--- src/rtl/servo_pwm_driver_pkg.sv ---
// -----------------------------------------------------------------------------
// servo_pwm_driver_pkg
// Shared definitions for the servo PWM driver and its clients: the frame-timer
// state type, default timing constants for a 50 MHz clock, and the pulse-width
// function.
// The sweep controller uses the same function to compute dwell times.
// -----------------------------------------------------------------------------
package servo_pwm_driver_pkg;

   typedef enum logic [1:0] {
      IDLE = 2'd0,
      HIGH = 2'd1,
      LOW  = 2'd2
   } pwm_state_e;

   localparam int unsigned DEF_FRAME_CYCLES = 1_000_000;  // 20 ms at 50 MHz
   localparam int unsigned DEF_MIN_PULSE    = 50_000;     // 1 ms
   localparam int unsigned DEF_STEP_CYCLES  = 196;

   // High-time in clock cycles for a given angle
   function automatic logic [31:0] pulse_cycles(
      input logic [7:0]  angle,
      input int unsigned min_pulse   = DEF_MIN_PULSE,
      input int unsigned step_cycles = DEF_STEP_CYCLES
   );
      return min_pulse + 32'(angle) * step_cycles;
   endfunction

   // Counter/width register size: wide enough for a full frame, never under 20 bits
   function automatic int unsigned width_bits(input int unsigned frame_cycles);
      return ($clog2(frame_cycles) > 20) ? $clog2(frame_cycles) : 20;
   endfunction

endpackage

--- src/rtl/pwm_frame_timer.sv ---
// -----------------------------------------------------------------------------
// pwm_frame_timer
// Frame counter and IDLE/HIGH/LOW sequencer for one PWM channel.
// Ports:
//   clock, resetn  : system clock, asynchronous active-low reset
//   enable         : run request, honoured only at frame boundaries
//   width          : high-time for the next frame, captured at the boundary
//   boundary       : combinational, high on the cycle a new frame is launched
//   frame_start    : registered one-cycle strobe on the first cycle of a frame
//   frame_end      : combinational, high on the last cycle of a running frame
//   pwm_out        : registered PWM output
//   busy           : high while a frame is in progress
// -----------------------------------------------------------------------------
module pwm_frame_timer
   import servo_pwm_driver_pkg::*;
#(
   parameter int unsigned FRAME_CYCLES = DEF_FRAME_CYCLES,
   parameter int unsigned CW           = width_bits(FRAME_CYCLES)
) (
   input  logic          clock,
   input  logic          resetn,
   input  logic          enable,
   input  logic [CW-1:0] width,
   output logic          boundary,
   output logic          frame_start,
   output logic          frame_end,
   output logic          pwm_out,
   output logic          busy
);

   localparam logic [CW-1:0] LAST = CW'(FRAME_CYCLES - 1);

   pwm_state_e    state_q, state_d;
   logic [CW-1:0] cnt_q, cnt_d;
   logic [CW-1:0] width_q, width_d;
   logic          pwm_q, pwm_d;
   logic          fs_q, fs_d;
   logic          last;

   assign last      = (cnt_q == LAST);
   // A new frame launches from IDLE or from the final LOW cycle, only if enabled
   assign boundary  = enable && ((state_q == IDLE) || ((state_q == LOW) && last));
   assign frame_end = (state_q == LOW) && last;

   always_comb begin
      state_d = state_q;
      cnt_d   = cnt_q + CW'(1);
      width_d = width_q;
      pwm_d   = pwm_q;
      fs_d    = 1'b0;
      if (boundary) begin
         state_d = HIGH;
         cnt_d   = '0;
         width_d = width;
         pwm_d   = 1'b1;
         fs_d    = 1'b1;
      end else begin
         case (state_q)
            IDLE: begin
               cnt_d = '0;
               pwm_d = 1'b0;
            end
            HIGH: begin
               if (cnt_q == width_q - CW'(1)) begin
                  state_d = LOW;
                  pwm_d   = 1'b0;
               end
            end
            LOW: begin
               if (last) begin
                  state_d = IDLE;
                  cnt_d   = '0;
                  pwm_d   = 1'b0;
               end
            end
            default: begin
               state_d = IDLE;
               cnt_d   = '0;
               pwm_d   = 1'b0;
            end
         endcase
      end
   end

   always_ff @(posedge clock or negedge resetn) begin
      if (!resetn) begin
         state_q <= IDLE;
         cnt_q   <= '0;
         width_q <= '0;
         pwm_q   <= 1'b0;
         fs_q    <= 1'b0;
      end else begin
         state_q <= state_d;
         cnt_q   <= cnt_d;
         width_q <= width_d;
         pwm_q   <= pwm_d;
         fs_q    <= fs_d;
      end
   end

   assign pwm_out     = pwm_q;
   assign frame_start = fs_q;
   assign busy        = (state_q != IDLE);

endmodule

--- src/rtl/servo_pwm_driver.sv ---
// -----------------------------------------------------------------------------
// servo_pwm_driver
// 50 Hz hobby-servo PWM generator fed by a valid/ready angle stream. New angles
// are buffered in a one-deep pending register and applied only at frame
// boundaries. Reports when the angle has been stable long enough to settle.
// Ports:
//   clock, resetn             : system clock, asynchronous active-low reset
//   enable                    : run request, sampled at frame boundaries
//   angle/angle_valid/ready   : angle handshake (accept on valid && ready)
//   pwm_out                   : registered servo control output
//   frame_start               : one-cycle strobe on the first cycle of a frame
//   active_angle              : angle driving the current frame
//   settled                   : angle unchanged for SETTLE_FRAMES frames
//   busy                      : frame in progress
// -----------------------------------------------------------------------------
module servo_pwm_driver
   import servo_pwm_driver_pkg::*;
#(
   parameter int unsigned FRAME_CYCLES  = DEF_FRAME_CYCLES,
   parameter int unsigned MIN_PULSE     = DEF_MIN_PULSE,
   parameter int unsigned STEP_CYCLES   = DEF_STEP_CYCLES,
   parameter int unsigned SETTLE_FRAMES = 4
) (
   input  logic       clock,
   input  logic       resetn,
   input  logic       enable,
   input  logic [7:0] angle,
   input  logic       angle_valid,
   output logic       angle_ready,
   output logic       pwm_out,
   output logic       frame_start,
   output logic [7:0] active_angle,
   output logic       settled,
   output logic       busy
);

   localparam int unsigned CW = width_bits(FRAME_CYCLES);
   localparam int unsigned SW = (SETTLE_FRAMES < 1) ? 1 : $clog2(SETTLE_FRAMES + 1);

   // The widest pulse must leave a non-empty LOW phase
   if (MIN_PULSE + 255 * STEP_CYCLES >= FRAME_CYCLES) begin : g_bad_timing
      $error("servo_pwm_driver: MIN_PULSE + 255*STEP_CYCLES must be below FRAME_CYCLES");
   end

   logic [7:0]    pending_q, pending_d;
   logic          pending_full_q, pending_full_d;
   logic [7:0]    active_q, active_d;
   logic [SW-1:0] settle_q, settle_d;

   logic          boundary;
   logic          frame_end;
   logic          accept;
   logic          load;
   logic [CW-1:0] width_next;

   assign angle_ready = !pending_full_q || boundary;
   assign accept      = angle_valid && angle_ready;
   assign load        = boundary && pending_full_q;

   always_comb begin
      pending_d      = pending_q;
      pending_full_d = pending_full_q;
      active_d       = active_q;
      settle_d       = settle_q;

      // Load before accept so a same-cycle offer refills the freed slot
      if (load) begin
         active_d       = pending_q;
         pending_full_d = 1'b0;
      end
      if (accept) begin
         pending_d      = angle;
         pending_full_d = 1'b1;
      end

      if (frame_end && !enable) begin
         settle_d = '0;
      end else if (load && (pending_q != active_q)) begin
         settle_d = '0;
      end else if (frame_end && (settle_q != SW'(SETTLE_FRAMES))) begin
         settle_d = settle_q + SW'(1);
      end
   end

   always_ff @(posedge clock or negedge resetn) begin
      if (!resetn) begin
         pending_q      <= '0;
         pending_full_q <= 1'b0;
         active_q       <= '0;
         settle_q       <= '0;
      end else begin
         pending_q      <= pending_d;
         pending_full_q <= pending_full_d;
         active_q       <= active_d;
         settle_q       <= settle_d;
      end
   end

   // Width follows the angle that will be active in the frame being launched
   assign width_next = CW'(pulse_cycles(active_d, MIN_PULSE, STEP_CYCLES));

   pwm_frame_timer #(
      .FRAME_CYCLES (FRAME_CYCLES),
      .CW           (CW)
   ) u_timer (
      .clock       (clock),
      .resetn      (resetn),
      .enable      (enable),
      .width       (width_next),
      .boundary    (boundary),
      .frame_start (frame_start),
      .frame_end   (frame_end),
      .pwm_out     (pwm_out),
      .busy        (busy)
   );

   assign active_angle = active_q;
   assign settled      = (settle_q == SW'(SETTLE_FRAMES));

endmodule

--- config.mk ---
export PLATFORM = sky130hd
export DESIGN_NAME = servo_pwm_driver
export DESIGN_NICKNAME = d
export VERILOG_FILES = /design/src/rtl/servo_pwm_driver_pkg.sv /design/src/rtl/pwm_frame_timer.sv /design/src/rtl/servo_pwm_driver.sv
export SDC_FILE = /design/constraint.sdc
export NUM_CORES = 1
export LEC_CHECK = 0
export BUFFER_PORTS_ARGS = -buffer_cell sky130_fd_sc_hd__clkbuf_2
export CORE_UTILIZATION = 58
export DETAILED_ROUTE_END_ITERATION = 16
export PLACE_DENSITY = 0.84
export SETUP_SLACK_MARGIN = 0.4
export SYNTH_ARGS = -nofsm -noshare
export SYNTH_HDL_FRONTEND = slang
export SYNTH_HIERARCHICAL = 1
export SYNTH_SLANG_ARGS = --single-unit
export TNS_END_PERCENT = 1
--- constraint.sdc ---
create_clock -name clock -period 6.8 [get_ports clock]
set_clock_uncertainty 0.2 [all_clocks]
set_input_delay 0 -clock clock [delete_from_list [all_inputs] [get_ports clock]]
set_output_delay 0 -clock clock [all_outputs]
set_load 0.05 [all_outputs]
Word-level counts from Yosys, hierarchy flattened
Index checks and enable logic that the tools add are counted.

cells by class
  add/subtract/negate cells = 4
  multiply operators = 1
  equality and inequality tests = 10
  mux-type cells = 18
  reduce and logical (&&, ||, !) cells = 17

operators with widths
  kind                      number
  $mux W20                  2
  $pmux W20 S2              1
  $add A20 B1 Y20 const B   1
  $eq A20 B20 Y1            1
  $eq A20 B20 Y1 const B    1
  $sub A20 B1 Y20 const B   1
  $add A16 B16 Y17 const A  1
  $mul A8 B6 Y14 const B    1
  $mux W3                   3
  $mux W8                   1
  $ne A8 B8 Y1              1
  $logic_and A1 B1 Y1       7
  $mux W1                   6
  $mux W2                   3
  $ne A3 B2 Y1 const B      2
  $pmux W2 S3               1
  $reduce_bool A2 Y1        2
  $add A3 B1 Y3 const B     1
  $eq A3 B3 Y1 const B      1
  $ne A3 B3 Y1 const B      1
  $reduce_and A3 Y1         1
  $reduce_bool A3 Y1        1
  $eq A2 B1 Y1 const B      1
  $eq A2 B2 Y1 const B      1
  other kinds (6)           8

storage, ports and cells
  register bits = 64
  bits of input ports = 12
  output and inout bits = 13

Logic depth before layout (Yosys ltp)
  depth after elaboration = 8
  depth in mapped cells = 22
  mapped depth without buffers = 20

By module
The synthesis kept the hierarchy.

by module, submodules not included
  module            instances  cells each  area an instance (um2)  seq. area each (um2)
  pwm_frame_timer   1          265         2595.0                  1101.1
  servo_pwm_driver  1          175         1816.7                  500.5

Worst setup path before layout
No wires, ideal clock.

  path type = reg2reg
  from = register u_timer.state_q[0]
  to = register u_timer.width_q[14]
  library setup time = 0.125 ns
  arrival time = 5.555 ns
  data required time = 6.475 ns
  setup slack = 0.920 ns
  cell stages (with the launch flop) = 23
  period minus slack after synthesis = 5.880 ns
  path through = dfrtp_1 > inv_1 > ha_1 > inv_1 > o31ai_1 > nand2_1 > clkinv_1 > clkbuf_1 > nand2_1 > buf_1 > mux2_2 > ha_1 > fa_1 > ha_1 > ha_1 > inv_1 > fa_1 > and2b_4 > o21ai_2 > xor2_2 > or4_4 > xnor2_1 > mux2_2

on the way
  cells in the longest elaborated chain, start to end = 8
  elaborated cells between the ends (all ways) = 9
  classes of those cells = add/sub (1); mul (1); eq/ne (1); mux (1); reduce/logical (5)

RTL lines
  what                      RTL line                    source
  from (decl)               pwm_frame_timer.sv:33       pwm_state_e state_q, state_d;
  from (signal assigned)    pwm_frame_timer.sv:93       state_q <= state_d;
  $eq A2 B2 Y1              pwm_frame_timer.sv:42       assign boundary = enable && ((state_q == IDLE) || ((state_q == LOW) && last));
  $logic_and A1 B1 Y1       pwm_frame_timer.sv:42
  $logic_or A1 B1 Y1 *      pwm_frame_timer.sv:42
  $logic_and A1 B1 Y1 *     pwm_frame_timer.sv:42
  named net boundary        servo_pwm_driver.sv:50      logic boundary;
  $logic_and A1 B1 Y1 *     servo_pwm_driver.sv:58      assign load = boundary && pending_full_q;
  $mux W8 *                 servo_pwm_driver.sv:67      if (load) begin
  named net active_d[2]     servo_pwm_driver.sv:47      logic [7:0] active_q, active_d;
  $mul A8 B6 Y14 *          servo_pwm_driver_pkg.sv:26  return min_pulse + 32'(angle) * step_cycles;
  $add A16 B16 Y17 *        servo_pwm_driver_pkg.sv:26
  named net width_next[14]  servo_pwm_driver.sv:54      logic [CW-1:0] width_next;
  to (signal assigned)      pwm_frame_timer.sv:95       width_q <= width_d;
  to (decl)                 pwm_frame_timer.sv:35       logic [CW-1:0] width_q, width_d;

Mark *: on every way through the listed nets, which the timed path passes. The rest lies on a longest branch.
A chain may end at the register's enable or synchronous reset.

Worst setup path in the final report
  from = register u_timer.cnt_q[13]
  to = register u_timer.width_q[14]

on the way
  cells in the longest elaborated chain, start to end = 8

RTL lines
  what                      RTL line                    source
  from (decl)               pwm_frame_timer.sv:34       logic [CW-1:0] cnt_q, cnt_d;
  from (signal assigned)    pwm_frame_timer.sv:94       cnt_q <= cnt_d;
  $eq A20 B20 Y1            pwm_frame_timer.sv:40       assign last = (cnt_q == LAST);
  $logic_and A1 B1 Y1       pwm_frame_timer.sv:42
  $logic_or A1 B1 Y1        pwm_frame_timer.sv:42
  $logic_and A1 B1 Y1       pwm_frame_timer.sv:42
  named net boundary        servo_pwm_driver.sv:50
  $logic_and A1 B1 Y1       servo_pwm_driver.sv:58
  $mux W8                   servo_pwm_driver.sv:67
  named net active_d[2]     servo_pwm_driver.sv:47
  $mul A8 B6 Y14            servo_pwm_driver_pkg.sv:26
  $add A16 B16 Y17          servo_pwm_driver_pkg.sv:26
  named net width_next[14]  servo_pwm_driver.sv:54

The timed path passes the listed nets, and every way through them passes these cells.

==> metrics.md <==
| Metric | Value |
|---|---|
| Area share of and/or/nand/nor cells after synthesis | 17.75% |
| Area leader, netlist | dfrtp_1 |
| TritonCTS clock tree | built |
| Syn. warnings | 6 |
| Relative slew slack | 45.35% |
| Vias in the first global route | 3327 |
| PortBufs | 24 |
| Crit end category | flip-flop |
| Via/cell ratio | 5.840 |
| Worst endpoint required time | 6.82 ns |
| Die Y | 89.22 um |
| Post-synthesis adder-cell area fraction | 11.29% |
| Most frequent cell after synthesis | dfrtp_1 |
| Hold Path Class | in -> async |
| First-pass GRT wire length | 15.47 mm |
| Die X | 89.22 um |
| Core Box Area | 7292 sq um |
| Peak VDD IR | 0.08528 mV |
| Worst-case reg-to-reg path depth | 19 |
| Postcts setup bufs | 0 |
| Worst slew pin tran | 0.8197 ns |
| Number of gates resized after CTS | 0 |
| Status | completed |
| Via count | 3422 |
| Number of synthesized register bits | 64 |
| CP delay by family, top | simple AND/OR/NAND/NOR gates |
| TritonCTS Buffers | 9 |
| Worst path most repeated cell | ha_1 |
| Initial Utilization | 60.50% |
| GPL Wtd Cong | 0.8783 |
| CTS Buffer Depth | 2 |
| Routed wire length | 9.712 mm |
| Syn Std Cell Area | 4412 sq um |
| RSZ-0062 raised after global routing | no |
| Ant. Diodes | 0 |
| Initial antenna violation count | 0 |
| Post-route ant nets | 0 |
| Sequential fraction of the synthesis area | 36.30% |
| Crit-path cells | nor4b_1, nand4_1, o31ai_1, nand2_1, clkinv_1, nand2_1, mux2_2, ha_1, fa_1, ha_1, ha_1, inv_1, fa_1, and2b_4, o21ai_2, xor2_2, or4_4, xnor2_1, mux2_2 |
| GRT Total Usage | 25.30% |
| FF-to-FF Start | u_timer/cnt_q[13] |
| Clk sinks | 64 |
| Crit Path Max Fanout | 12 |
| Cts hold-fix bufs | 11 |
| Synth Instances | 440 |
| Clk root buf | clkbuf_8 |
| Post-synthesis compound-gate area fraction | 8.168% |
| PwrDens | 150.0 nW/um^2 |
| DR WL/cell | 16.57 um |
| Final Net Count | 533 |
| Ys flop type | dfrtp_1 |
| Fillers | 513 |
| Layout cells sized above 1 | 17.86% |
| H-Tree Depth | 3 |
| Max-cap viol count | 0 |
| Fin. Hold Viols | 0 |
| Number of flops mapped to enable cells by yosys | 0 |
| Area growth, synth to finish | 12.00% |
| Total die area | 7959 sq um |
| Synth cell count leaders | dfrtp_1, nor2_1, xnor2_1 |
| Clock transition at path regs | 0.07 ns |
| CP Launch Type | flip-flop |
| Final period util | 85.08% |
| Fin util | 67.76% |
| Clk_lat worst skew | 0.34 ns |
| Flop2flop setup slack | 1.01 ns |
| Fin Setup TNS | 0 ns |
| Drt first pass iters | 4 |
| Starting DRT DRC Count | 194 |
| Leak | 2.518 nW |
| Min cycle time layout | 5.785 ns |
| Area fraction of the dominant cell type after synthesis | 36.30% |
| CP Buf/Inv Count | 2 |
| Critical path arrival | 5.81 ns |
| Ranking of synthesized cells by area | dfrtp_1, ha_1, mux2_2 |
| Slowest cell on the critical path | or4_4 |
| Drt drc | 0 |
| Largest net degree at the start of global routing | 65 |
| Final setup vio count | 0 |
| Detail Placement HPWL | 6.821 mm |
| Setup CP Type | reg -> reg |
| CP peak stage delay | 0.56 ns |
| Syn Area/Cell | 10.03 sq um |
| I/O Pins | 25 |
| FF-to-FF End | u_timer/width_q[14] |
| Mux contribution to synthesized area | 10.35% |
| Unique masters post-synth | 61 |
| Max Slew Vio Count | 0 |
| Asr flop ratio synth | 100.0% |
| Site row count | 31 |
| FMAX | 172.8 MHz |
| Remaining Overflow, GRT | 0 |
| XOR/XNOR Fraction of Synth Area | 13.07% |
| Main combinational cell family by area after synthesis | simple AND/OR/NAND/NOR gates |
[stage by stage]
step	instances	setup WS [ns]	power (mW)	instance area [sq um]	hold slack, ns
5_1_grt	586	0.7435	0.7647	4941	0.2600
4_1_cts	586	1.030	0.7432	4941	0.2011
6_report	586	1.015	0.7412	4941	0.1936
2_1_floorplan	444	0.9202	0.4075	4427	-0.4956
3_5_place_dp	560	1.111	0.4226	4644	0.01528
3_3_place_gp	560	1.230	0.4207	4644	0.01068
[how the worst max path moves through the flow]
stage	startpoint	end	slack, ns	cells after the start
final	u_timer/cnt_q[13]	u_timer/width_q[14]	1.01	19
after global routing	u_timer/cnt_q[0]	u_timer/width_q[14]	0.74	20
after CTS	u_timer/cnt_q[13]	u_timer/width_q[14]	1.03	19
after detailed placement	u_timer/cnt_q[13]	u_timer/width_q[14]	1.11	19
after global placement	u_timer/cnt_q[13]	u_timer/width_q[14]	1.23	19
after floorplan	u_timer/state_q[0]	u_timer/width_q[14]	0.92	22
[tightest hold or removal path, delay by kind of cell]
family	cells	cell delay [ns]
buffers and inverters	3	1.27
[flip-flops by register name, indices dropped and copies added (netlist names), 2 cells and up]
signal / flops
u_timer/cnt_q: 20
u_timer/width_q: 20
active_angle: 8
pending_q: 8
settle_q: 3
u_timer/state_q: 2
[layout by cell type (no fill, tap or decap), types with 3 or more instances in the layout]
| master | instances |
|---|---|
| dfrtp_1 | 64 |
| nor2_1 | 39 |
| xnor2_1 | 37 |
| mux2_2 | 35 |
| ha_1 | 35 |
| nand2_1 | 27 |
| xor2_1 | 27 |
| clkbuf_2 | 24 |
| inv_1 | 23 |
| nand3_1 | 19 |
| dlygate4sd3_1 | 11 |
| a21oi_1 | 10 |
| o21ai_0 | 10 |
| clkbuf_8 | 10 |
| nor4_1 | 9 |
| nand2b_1 | 7 |
| and3_1 | 7 |
| nor3_1 | 7 |
| a21o_1 | 5 |
| nand4_1 | 5 |
| conb_1 | 5 |
| mux2i_1 | 4 |
| and2_1 | 4 |
| o31ai_1 | 3 |
| fa_1 | 3 |
| clkinv_2 | 3 |
| nor4b_1 | 3 |
[where the power goes]
| part | leakage, nW | internal [mW] | switching [mW] | total, mW |
|---|---|---|---|---|
| combinational | 1.58 | 0.0138 | 0.0144 | 0.0283 |
| sequential | 0.841 | 0.386 | 0.00686 | 0.393 |
| clock | 0.0989 | 0.176 | 0.144 | 0.320 |
[cells by family (layout without fill, tap and decap cells)]
kind of cell               after synthesis  in the layout
AOI/OAI and AO/OA                       51             51
buffers and inverters                   33             76
other                                    1              5
and+or+nand+nor                        148            148
adders and majority gates               38             38
muxes                                   40             40
xor gates and xnor gates                65             65
DFF                                     64             64
[layer usage]
metal  wire, um  track usage, %  vias to the layer above
met2       4868           45.04                      106
li1           -               -                     1626
met4        216           10.25                        0
met1       4205           30.37                     1662
met3        422           4.247                       28
met5          0               0                        -
[final cells by class]
type | count | area (sq um) | area share [%]
inverters | 24 | 90.09 | 1.823
clock buffers | 11 | 141.4 | 2.861
multi-input cells | 347 | 2694 | 54.52
well taps | 99 | 123.9 | 2.507
repair buffers | 37 | 245.2 | 4.963
flip-flops and latches | 64 | 1602 | 32.41
clock inverters | 4 | 45.04 | 0.9116
Note: power is estimated with default switching activity, not from simulation.
